===== src/rtl/mul_pkg.sv =====
// rtl/mul_pkg.sv - shared types and constants for the multiplier dispatcher
package mul_pkg;

    localparam int MUL_W = 4;
    localparam int TAG_W = 4;

    typedef enum logic [1:0] {
        IDLE  = 2'd0,
        ISSUE = 2'd1,
        WAIT  = 2'd2,
        HOLD  = 2'd3
    } mul_state_e;

    function automatic int mul_timeout_cyc(input int w);
        return (1 << w) + 4;
    endfunction

    localparam int MUL_TIMEOUT_CYC = mul_timeout_cyc(MUL_W);

endpackage


===== src/rtl/op_fifo.sv =====
// rtl/op_fifo.sv - synchronous operand FIFO, pointers wrap modulo DEPTH
module op_fifo #(
    parameter int DW    = 8,
    parameter int DEPTH = 4
) (
    input  logic                     clk,
    input  logic                     reset_n,
    input  logic                     push,
    input  logic                     pop,
    input  logic [DW-1:0]            wdata,
    output logic [DW-1:0]            head,
    output logic [$clog2(DEPTH):0]   count,
    output logic                     full,
    output logic                     empty
);
    localparam int AW = $clog2(DEPTH);
    localparam int CW = AW + 1;

    logic [DW-1:0] mem [DEPTH];
    logic [AW-1:0] wr_ptr;
    logic [AW-1:0] rd_ptr;
    logic          do_push;
    logic          do_pop;

    assign full    = (count == CW'(DEPTH));
    assign empty   = (count == '0);
    assign do_push = push && !full;
    assign do_pop  = pop && !empty;
    assign head    = mem[rd_ptr];

    always_ff @(posedge clk or negedge reset_n) begin
        if (!reset_n) begin
            wr_ptr <= '0;
            rd_ptr <= '0;
            count  <= '0;
        end else begin
            if (do_push) wr_ptr <= wr_ptr + 1'b1;
            if (do_pop)  rd_ptr <= rd_ptr + 1'b1;
            case ({do_push, do_pop})
                2'b10:   count <= count + 1'b1;
                2'b01:   count <= count - 1'b1;
                default: count <= count;
            endcase
        end
    end

    // Storage needs no reset: entries are only read below the occupancy count.
    always_ff @(posedge clk) begin
        if (do_push) mem[wr_ptr] <= wdata;
    end

endmodule


===== src/rtl/mul_dispatcher.sv =====
// rtl/mul_dispatcher.sv - job front-end for the repeated-adder multiplier (optional watchdog: MUL_DISPATCH_TIMEOUT_EN)
module mul_dispatcher
    import mul_pkg::*;
#(
    parameter int W     = MUL_W,
    parameter int DEPTH = 4
) (
    input  logic                     clk,
    input  logic                     reset_n,
    input  logic                     in_valid,
    output logic                     in_ready,
    input  logic [W-1:0]             in_a,
    input  logic [W-1:0]             in_b,
    output logic                     mul_start,
    output logic [W-1:0]             mul_a,
    output logic [W-1:0]             mul_b,
    input  logic [2*W-1:0]           mul_product,
    input  logic                     mul_done,
    output logic                     out_valid,
    input  logic                     out_ready,
    output logic [2*W-1:0]           out_product,
    output logic [TAG_W-1:0]         out_tag,
    output logic                     busy,
`ifdef MUL_DISPATCH_TIMEOUT_EN
    output logic                     err,
`endif
    output logic [$clog2(DEPTH):0]   count
);
    mul_state_e       state;
    mul_state_e       state_nxt;
    logic [2*W-1:0]   fifo_head;
    logic             fifo_full;
    logic             fifo_empty;
    logic [TAG_W-1:0] job_cnt;
    logic             timeout;
    logic             res_load;

    assign in_ready = !fifo_full;

    op_fifo #(.DW(2*W), .DEPTH(DEPTH)) u_op_fifo (
        .clk     (clk),
        .reset_n (reset_n),
        .push    (in_valid && in_ready),
        .pop     (state == ISSUE),
        .wdata   ({in_a, in_b}),
        .head    (fifo_head),
        .count   (count),
        .full    (fifo_full),
        .empty   (fifo_empty)
    );

`ifdef MUL_DISPATCH_TIMEOUT_EN
    localparam int TO_CYC = mul_timeout_cyc(W);
    localparam int TO_W   = $clog2(TO_CYC);
    logic [TO_W-1:0] wd_cnt;

    assign timeout = (state == WAIT) && !mul_done && (wd_cnt == TO_W'(TO_CYC - 1));

    always_ff @(posedge clk or negedge reset_n) begin
        if (!reset_n) begin
            wd_cnt <= '0;
            err    <= 1'b0;
        end else begin
            if (state == ISSUE)     wd_cnt <= '0;
            else if (state == WAIT) wd_cnt <= wd_cnt + 1'b1;
            if (res_load)                       err <= !mul_done;
            else if (state == HOLD && out_ready) err <= 1'b0;
        end
    end
`else
    assign timeout = 1'b0;
`endif

    assign res_load = (state == WAIT) && (mul_done || timeout);

    always_ff @(posedge clk or negedge reset_n) begin
        if (!reset_n) state <= IDLE;
        else          state <= state_nxt;
    end

    always_comb begin
        state_nxt = state;
        case (state)
            IDLE:    if (!fifo_empty) state_nxt = ISSUE;
            ISSUE:   state_nxt = WAIT;
            WAIT:    if (res_load) state_nxt = HOLD;
            HOLD:    if (out_ready) state_nxt = IDLE;
            default: state_nxt = IDLE;
        endcase
    end

    always_comb begin
        mul_start = (state == ISSUE);
        out_valid = (state == HOLD);
        busy      = (state != IDLE);
    end

    // Operands are latched on the IDLE->ISSUE step so they are already stable under the start pulse.
    always_ff @(posedge clk or negedge reset_n) begin
        if (!reset_n) begin
            mul_a       <= '0;
            mul_b       <= '0;
            out_product <= '0;
            out_tag     <= '0;
            job_cnt     <= '0;
        end else begin
            if (state == IDLE && !fifo_empty) {mul_a, mul_b} <= fifo_head;
            if (res_load) begin
                out_product <= mul_done ? mul_product : '0;
                out_tag     <= job_cnt;
                job_cnt     <= job_cnt + 1'b1;
            end
        end
    end

endmodule


===== config.mk =====
export PLATFORM = sky130hd
export DESIGN_NAME = mul_dispatcher
export DESIGN_NICKNAME = d
export VERILOG_FILES = /design/src/rtl/mul_pkg.sv /design/src/rtl/op_fifo.sv /design/src/rtl/mul_dispatcher.sv
export SDC_FILE = /design/constraint.sdc
export NUM_CORES = 1
export LEC_CHECK = 0
export CAP_MARGIN = 20
export CORE_ASPECT_RATIO = 0.9
export CORE_MARGIN = 1.5
export CORE_UTILIZATION = 45
export CTS_CLUSTER_SIZE = 16
export DETAILED_ROUTE_END_ITERATION = 12
export GPL_TIMING_DRIVEN = 0
export PLACE_DENSITY = 0.7
export SYNTH_ARGS = -nofsm -noshare
export SYNTH_HDL_FRONTEND = slang
export SYNTH_SLANG_ARGS = --single-unit
export TNS_END_PERCENT = 20

===== constraint.sdc =====
create_clock -name clk -period 2.8 [get_ports clk]
set_input_delay 0.42 -clock clk [delete_from_list [all_inputs] [get_ports clk]]
set_output_delay 0.42 -clock clk [all_outputs]
set_load 0.01 [all_outputs]

==> results.toml, run 1 <==
[timing]
rsz0062_at_grt = "false"
setup_viol = 0
fin_worst_skew_ps = 7.40
max_slew_margin = 0.502
tightest_slew_ps = 747
fin_setup_tns_ps = 0
clock.fmax_ghz = 0.453
worst_hold_slack_ps = 158
period_minus_slack_ps = 2210
hold_viol = 0
drv_slew = 0
fin_crit_sh = 0.788

[placement]
place_area_sq_um = 3210
port_buffers = 47
hpwlAfterDp_microns = 3130
gp_congestion = 0.704
dp.cells = 268

[synthesis]
yosys_register_bits = 65
yosys_warnings = 0
synth_top_cell_area_share = 0.361
synth_nets = 184
avgSynthCellArea_sq_um = 17.6
netlist_top_cells_count = "dfrtp_1, edfxtp_1, mux2_2"
seq_area_frac_synth = 0.672
synth_top_cell_by_area = "edfxtp_1"
synth_edf_count = 32
async_reset_ff_frac = 0.508
yosys-top-cells-area = "edfxtp_1, dfrtp_1, mux2_2"
synth_cell_types = 24
syn-cell-area_sq_um = 2660
synthFlopType = "dfrtp_1"
yosysMostFrequentCell = "dfrtp_1"
syn_inst = 151

[clock_network]
worstSkewPairLatency_ps = 330
cts_buffers = 9
htreeDepth = 3
cts_root_buf = "clkbuf_8"
numClockSinks = 65
clk_pin_slew_worst_paths_ps = 70
post_cts_buffers = 0
cts_hold_buf = 0
post_cts_resized = 0
cts_buffer_depth = 2
cts_tree = "built"

[pwr]
p_leak_uw = 0.00137
total_power_uw = 3910
ir_worst_vdd_v = 0.000610
power_density_nw_per_um2 = 1140

[final_layout]
n_antenna_cell = 0
fin_nets = 242
drive_above_1_share = 0.266
syn_to_final_growth_pct = 28.7
design_area_sq_um = 3420
finalNonFillerCells = 284

[critical_path]
required_ps = 3050
end_kind = "flop"
r2r_start = "u_op_fifo.count[1]"
critPathMaxFanout = 6
reg2regPathDepth = 9
cp-startpoint = "u_op_fifo.count[1]"
crit_arrival_ps = 2460
path_class = "reg -> reg"
critPathLaunchType = "flop"

[floorplan]
num_rows = 26
io_pins = 48
die_x_microns = 84.0
die_h_microns = 75.9
core_area_sq_um = 5690
dieArea_sq_um = 6380
start_util = 0.467

[drt]
postRouteAntennaNets = 0
maxUsedRoutingLayer = "met4"
wl_per_cell_microns = 15.6
drt_wl_total_microns = 4430
firstDrtPassIters = 4
drc = 0
met1_length_microns = 1810
vias = 1436
routed-wl-met3_microns = 164
vias_per_cell = 5.06
detail_route.iter0.violations = 50
wl_met2_microns = 2420

[hold_path]
worstHoldPathType = "in -> async"

[grt]
antenna_found_initial = 0
first_global_vias = 1585
grt_start_max_net_pins = 34
grt_overflow = 0
grt_first_pass_wirelength_microns = 7620
grt_use_total = 0.155

[status]
status = "completed"

[flow_run]
maxCapViolations = 0
-- layout by cell type (no fill, tap or decap) --
cell type / instances
inv_1: 11
a222oi_1: 1
mux4_2: 8
bufinv_16: 2
xor2_1: 4
clkbuf_1: 1
buf_1: 1
buf_2: 3
nor2_1: 3
dfrtp_1: 33
clkbuf_8: 9
mux2_4: 1
nand2_1: 2
clkinv_2: 3
clkdlybuf4s50_1: 46
o31a_2: 1
and2_4: 1
clkinvlp_4: 1
nor3_1: 1
edfxtp_1: 32
or3b_4: 1
nand2b_1: 1
xnor2_1: 5
fa_1: 1
and3_2: 4
mux2i_1: 2
buf_4: 1
mux2_2: 22
ha_1: 11
nand3_1: 2
-- per-stage QoR --
step                       util  setup WS, ps
after floorplan               -           667
after global placement    0.565           640
after detailed placement  0.564           573
after CTS                 0.601           554
after global routing      0.601           407
final                     0.601           594
-- sequential cells by signal, summed over array words and instances, names as in the netlist --
register          flops
mul_a                 4
u_op_fifo.wr_ptr      2
u_op_fifo.count       3
out_product           8
out_tag               4
job_cnt               4
state                 2
u_op_fifo.rd_ptr      2
mul_b                 4
u_op_fifo.mem        32
-- cells by family (layout without fill, tap and decap cells) --
kind of cell | Yosys count | after routing | share of synthesized area
XOR/XNOR | 9 | 9 | 0.0296
flip-flops | 65 | 65 | 0.672
AO/OA/AOI/OAI | 2 | 2 | 0.00753
multiplexers | 33 | 33 | 0.174
adder cells (fa/ha/maj) | 12 | 12 | 0.0593
buffers and inverters | 15 | 78 | 0.0235
AND/OR/NAND/NOR | 15 | 15 | 0.0339
-- critical path, cell delays in order (launching register included) --
cell and delay (ps):
dfrtp_1 430, or3b_4 450, and2_4 190, inv_1 50, ha_1 170, inv_1 60
fa_1 370, xor2_1 150, nor2_1 110, xor2_1 150
-- worst paths after layout --
check | endpoint | slack, ps
min in group clk | job_cnt[3] | 470
min reg2reg | job_cnt[3] | 470
max in group asynchronous | u_op_fifo.count[1] | 2170
max | u_op_fifo.count[2] | 590
max reg2reg | u_op_fifo.count[2] | 590
min | mul_a[2] | 160
-- final cells by class --
type                       count  area [sq um]
fill                         410          2270
sequential                    65          1790
multi-input combinational     71           810
timing repair buffer          47           465
clock buffer                  10           128
tap                           70          87.6
clock inverter                 6          82.6
inverter                      11          41.3
buffer                         4          21.3
-- routing by layer --
metal	up-vias	GRT usage
li1	662	-
met1	734	0.180
met2	36	0.270
met3	4	0.0349
met4	0	0.0738
met5	-	0
-- power by group --
group | leakage (uW) | internal, uW | total (uW) | switching [uW]
registers | 0.000684 | 1360 | 1550 | 183
clock network | 0.000106 | 497 | 833 | 337
logic | 0.000585 | 896 | 1530 | 633
total | 0.00137 | 2760 | 3910 | 1150
Power figures use the tool's default switching activity.
==> run 2, diff against run 1 <==
==> constraint.sdc (replaced) <==
create_clock -name clk -period 2.1 [get_ports clk]
set_input_delay 0.315 -clock clk [delete_from_list [all_inputs] [get_ports clk]]
set_output_delay 0.315 -clock clk [all_outputs]
set_load 0.01 [all_outputs]
==> run 2 against run 1 <==
Clock power rose by 32%; register-to-register slack got worse by 520 ps; worst setup slack got worse by 520 ps; critical path depth did not move; wire length rose by 3.5%; utilization rose by 1.0 points; sequential power rose by 31%; final cell count rose by 2.1%; critical path type unchanged.
==> results.toml, run 2 (same netlist as run 1, synthesis figures left out) <==
[critical_path]
critPathLaunchType = "flop"
required_ps = 2350
cp_common_cell = "xor2_1"
path_cells = "or3b_4, and2_4, inv_2, ha_4, inv_1, fa_2, xor2_1, nor2_1, xor2_1"
critPathMaxFanout = 2
slowest_delay_ps = 400
crit_arrival_ps = 2280
cp_slowest_cell = "or3b_4"
end_kind = "flop"
path_class = "reg -> reg"

[clock_network]
cts_hold_buf = 0
cts_tree = "built"
cts_buffers = 9
cts_root_buf = "clkbuf_8"
numClockSinks = 65
clk_pin_slew_worst_paths_ps = 70
worstSkewPairLatency_ps = 330
cts_buffer_depth = 2
htreeDepth = 3

[final_layout]
mostFrequentLayoutCell = "clkdlybuf4s50_1"
layout_common_cells = "clkdlybuf4s50_1, dfrtp_1, edfxtp_1, mux2_2"
regMostFlops = "u_op_fifo.mem"
syn_to_final_growth_pct = 30.9
fin_nets = 248
drive_above_1_share = 0.291
n_antenna_cell = 0
top_regs = "u_op_fifo.mem (32), out_product (8)"
largest_reg_flops = 32

[grt]
first_global_vias = 1609
grt_start_max_net_pins = 34
grt_use_total = 0.162
grt_overflow = 0
antenna_found_initial = 0
grt_first_pass_wirelength_microns = 7710

[timing]
drv_slew = 0
tightest_slew_ps = 763
max_slew_margin = 0.491
fin_worst_skew_ps = 7.15
setup_viol = 0
clock.fmax_ghz = 0.493
rsz0062_at_grt = "true"
fin_crit_sh = 0.966
hold_viol = 0
worst_hold_slack_ps = 51.4
setup_ws_ps = 71.7
period_minus_slack_ps = 2030

[placement]
hpwlAfterDp_microns = 3120
gp_congestion = 0.699
port_buffers = 47
place_ws_ps = -101

[status]
status = "completed"

[drt]
drc = 0
wl_per_cell_microns = 15.8
vias = 1454
vias_per_cell = 5.01
postRouteAntennaNets = 0
firstDrtPassIters = 6
drt_wl_total_microns = 4590
detail_route.iter0.violations = 100

[pwr]
p_clk_frac = 0.206
power.switching_uw = 1560
p_leak_uw = 0.00140
p_int_uw = 3760
ir_worst_vdd_v = 0.000707
comb_power_share = 0.412
swShare = 0.293
power_density_nw_per_um2 = 1530
total_power_uw = 5330
pwr-share-seq = 0.382

[floorplan]
num_rows = 26
die_h_microns = 75.9
die_x_microns = 84.0
start_util = 0.467
core_area_sq_um = 5690
dieArea_sq_um = 6380
io_pins = 48

[hold_path]
worstHoldPathType = "in -> async"

[flow_run]
maxCapViolations = 0
==> run 2: layout make-up <==
type | instances | area, sq um
Sequential cell | 65 | 1790
Multi-Input combinational cell | 71 | 825
Clock buffer | 12 | 135
Tap cell | 70 | 87.6
Inverter | 11 | 41.3
Fill cell | 431 | 2210
Clock inverter | 4 | 68.8
Buffer | 4 | 21.3
Timing Repair Buffer | 53 | 513
==> run 2: routing by layer <==
| metal | vias to the layer above | part of all wire | global-route usage |
|---|---|---|---|
| li1 | 675 | - | - |
| met3 | 4 | 0.039 | 0.0458 |
| met5 | - | 0 | 0 |
| met4 | 0 | 0.015 | 0.0820 |
| met1 | 739 | 0.41 | 0.184 |
| met2 | 36 | 0.54 | 0.278 |
==> run 2: critical path, delay by kind of cell, from the launching register on <==
family / cells / cell delay, ps
buffers and inverters: 2 / 110
and+or+nand+nor: 3 / 670
DFF: 1 / 390
adders and majority gates: 2 / 460
xor gates and xnor gates: 2 / 330
==> run 2: repair_timing <==
action,4_1_cts,5_1_grt
setup endpoints to repair,1,2
buffers inserted,4,2
pin swaps,3,2
gates resized for setup,0,3
==> run 2: final timing paths <==
| kind | startpoint | end | slack (ps) | cells after the start |
|---|---|---|---|---|
| max | u_op_fifo.count[1] | u_op_fifo.count[2] | 70 | 9 |
| min | reset_n | mul_a[1] | 50 | 1 |
| max reg2reg | u_op_fifo.count[1] | u_op_fifo.count[2] | 70 | 9 |
| min reg2reg | job_cnt[3] | job_cnt[3] | 470 | 1 |
| max in group asynchronous | reset_n | u_op_fifo.count[0] | 1500 | 1 |
| min in group clk | job_cnt[3] | job_cnt[3] | 470 | 1 |
==> run 2: stage by stage <==
| step | instances | area, sq um | TNS, ps | util |
|---|---|---|---|---|
| 2_1_floorplan | 151 | 2670 | 0 | - |
| 3_3_place_gp | 268 | 3220 | -74.6 | 0.566 |
| 3_5_place_dp | 268 | 3220 | -101 | 0.565 |
| 4_1_cts | 288 | 3450 | 0 | 0.606 |
| 5_1_grt | 290 | 3480 | -11.1 | 0.611 |
| 6_report | 290 | 3480 | 0 | 0.611 |
==> run 2: power groups by stage <==
stage | Combinational, uW | Clock [uW] | Sequential (uW)
2_1_floorplan | 1150 | 0 | 2150
3_3_place_gp | 2000 | 0 | 2050
3_5_place_dp | 2090 | 0 | 2090
4_1_cts | 2190 | 1120 | 2040
5_1_grt | 2390 | 1180 | 2090
6_report | 2190 | 1100 | 2030
==> run 3, diff against run 2 <==
--- a/config.mk
+++ b/config.mk
@@ -8,11 +8,10 @@
 export CAP_MARGIN = 20
 export CORE_ASPECT_RATIO = 0.9
 export CORE_MARGIN = 1.5
-export CORE_UTILIZATION = 45
+export CORE_UTILIZATION = 39
 export CTS_CLUSTER_SIZE = 16
 export DETAILED_ROUTE_END_ITERATION = 12
 export GPL_TIMING_DRIVEN = 0
-export PLACE_DENSITY = 0.7
 export SYNTH_ARGS = -nofsm -noshare
 export SYNTH_HDL_FRONTEND = slang
 export SYNTH_SLANG_ARGS = --single-unit
==> run 3 against run 2 <==
Clock power is 5% lower; worst setup slack got worse by 2.3 ps; total power fell by 1.5%; sequential share of layout area shrank 0.24 points; wire length grew 2.6%; sequential cell count is the same; combinational power about the same; clock skew rose by 2.5 ps; cell area rose by 0.47%; via count is 0.55% higher; critical path depth did not move.
==> results.toml, run 3 (same netlist as run 1, synthesis figures left out) <==
[status]
status = "completed"

[drt]
drc = 0
wl_per_cell_microns = 15.2
firstDrtPassIters = 4
detail_route.iter0.violations = 71
vias = 1462
drt_wl_total_microns = 4710
vias_per_cell = 4.72
postRouteAntennaNets = 0

[timing]
fin_worst_skew_ps = 9.69
clock.fmax_ghz = 0.492
setup_viol = 0
tightest_slew_ps = 785
max_slew_margin = 0.476
fin_crit_sh = 0.967
drv_slew = 0
worst_hold_slack_ps = 50.0
rsz0062_at_grt = "true"
hold_viol = 0
setup_ws_ps = 69.4
period_minus_slack_ps = 2030

[final_layout]
largest_reg_flops = 32
mostFrequentLayoutCell = "clkdlybuf4s50_1"
fin_nets = 248
n_antenna_cell = 0
design_area_sq_um = 3500
layout_common_cells = "clkdlybuf4s50_1, dfrtp_1, edfxtp_1, mux2_2, ha_1"
regMostFlops = "u_op_fifo.mem"
top_regs = "u_op_fifo.mem (32), out_product (8)"
syn_to_final_growth_pct = 31.5
drive_above_1_share = 0.314

[floorplan]
die_x_microns = 90.0
dieArea_sq_um = 7320
die_h_microns = 81.3
core_area_sq_um = 6590
io_pins = 48
num_rows = 28
start_util = 0.404

[grt]
first_global_vias = 1586
grt_use_total = 0.142
grt_first_pass_wirelength_microns = 7760
antenna_found_initial = 0
grt_overflow = 0
grt_start_max_net_pins = 34

[placement]
place_ws_ps = -84.9
place_area_sq_um = 3240
gp_congestion = 0.775
hpwlAfterDp_microns = 3170
port_buffers = 47

[clock_network]
htreeDepth = 3
cts_tree = "built"
clk_pin_slew_worst_paths_ps = 80
cts_buffers = 9
numClockSinks = 65
worstSkewPairLatency_ps = 340
cts_root_buf = "clkbuf_8"
cts_buffer_depth = 2
cts_hold_buf = 0

[pwr]
p_leak_uw = 0.00139
total_power_uw = 5250
ir_worst_vdd_v = 0.000655
power_density_nw_per_um2 = 1500

[critical_path]
critPathMaxFanout = 3
worst_r2r_endpoint = "u_op_fifo.count[2]"
end_kind = "flop"
reg2regPathDepth = 9
required_ps = 2370
critPathLaunchType = "flop"
path_class = "reg -> reg"
crit_arrival_ps = 2300
regToRegSetupSlack_ps = 70
r2r_start = "u_op_fifo.count[0]"

[hold_path]
worstHoldPathType = "in -> async"

[flow_run]
maxCapViolations = 0
run 3: cell count changes in the layout (fill, tap and decap cells not counted):
| cell | before | now |
|---|---|---|
| dlymetal6s2s_1 | 1 | 0 |
| inv_1 | 10 | 9 |
| inv_4 | 0 | 1 |
| clkinvlp_4 | 0 | 3 |
| bufinv_16 | 2 | 1 |
| clkbuf_1 | 3 | 0 |
| clkinv_4 | 0 | 1 |
| clkinv_2 | 1 | 2 |
| clkdlybuf4s50_1 | 45 | 46 |
| clkinv_1 | 1 | 0 |
run 3: layout make-up:
type,instances,area (sq um)
Sequential cell,65,1790
Tap cell,90,113
Buffer,4,21.3
Multi-Input combinational cell,71,825
Timing Repair Buffer,53,510
Clock inverter,7,71.3
Inverter,11,43.8
Clock buffer,9,124
Fill cell,564,3090
run 3: critical path, stage by stage, from the launching register on:
cell and delay [ps]:
dfrtp_2 410, or3b_4 410, and2_4 170, inv_4 50, ha_4 120, inv_2 30
fa_2 330, xor2_1 150, nor2_1 140, xor2_1 150
run 3: layer usage:
layer | track usage | vias to the layer above | share of wire
met2 | 0.244 | 38 | 0.51
met4 | 0.0841 | 0 | 0.022
met3 | 0.0412 | 10 | 0.043
li1 | - | 676 | -
met5 | 0 | - | 0
met1 | 0.162 | 738 | 0.42
run 3: worst max path at each step:
stage                     slack (ps)          startpoint  depth (start not counted)            endpoint
final                             70  u_op_fifo.count[0]                          9  u_op_fifo.count[2]
after global placement          -100             reset_n                          1  u_op_fifo.count[0]
after CTS                         10  u_op_fifo.count[1]                          9  u_op_fifo.count[2]
after floorplan                    4  u_op_fifo.count[0]                          9  u_op_fifo.count[2]
after global routing             -50  u_op_fifo.count[0]                          9  u_op_fifo.count[2]
after detailed placement         -80  u_op_fifo.count[0]                          9  u_op_fifo.count[2]
run 3: stage by stage:
stage	instances	utilization	setup TNS, ps
final	310	0.531	0
after global routing	310	0.531	-46.6
after CTS	309	0.528	0
after detailed placement	288	0.492	-84.9
after global placement	288	0.493	-109
after floorplan	151	-	0
run 3: power breakdown:
part | switching, uW | internal (uW) | total, uW
registers | 217 | 1820 | 2040
clock network | 497 | 545 | 1040
logic | 898 | 1270 | 2170
total | 1610 | 3640 | 5250
run 3: timing repair:
action,4_1_cts,5_1_grt
pin swaps,3,3
setup endpoints to repair,1,1
buffers inserted,5,1
gates resized for setup,0,4
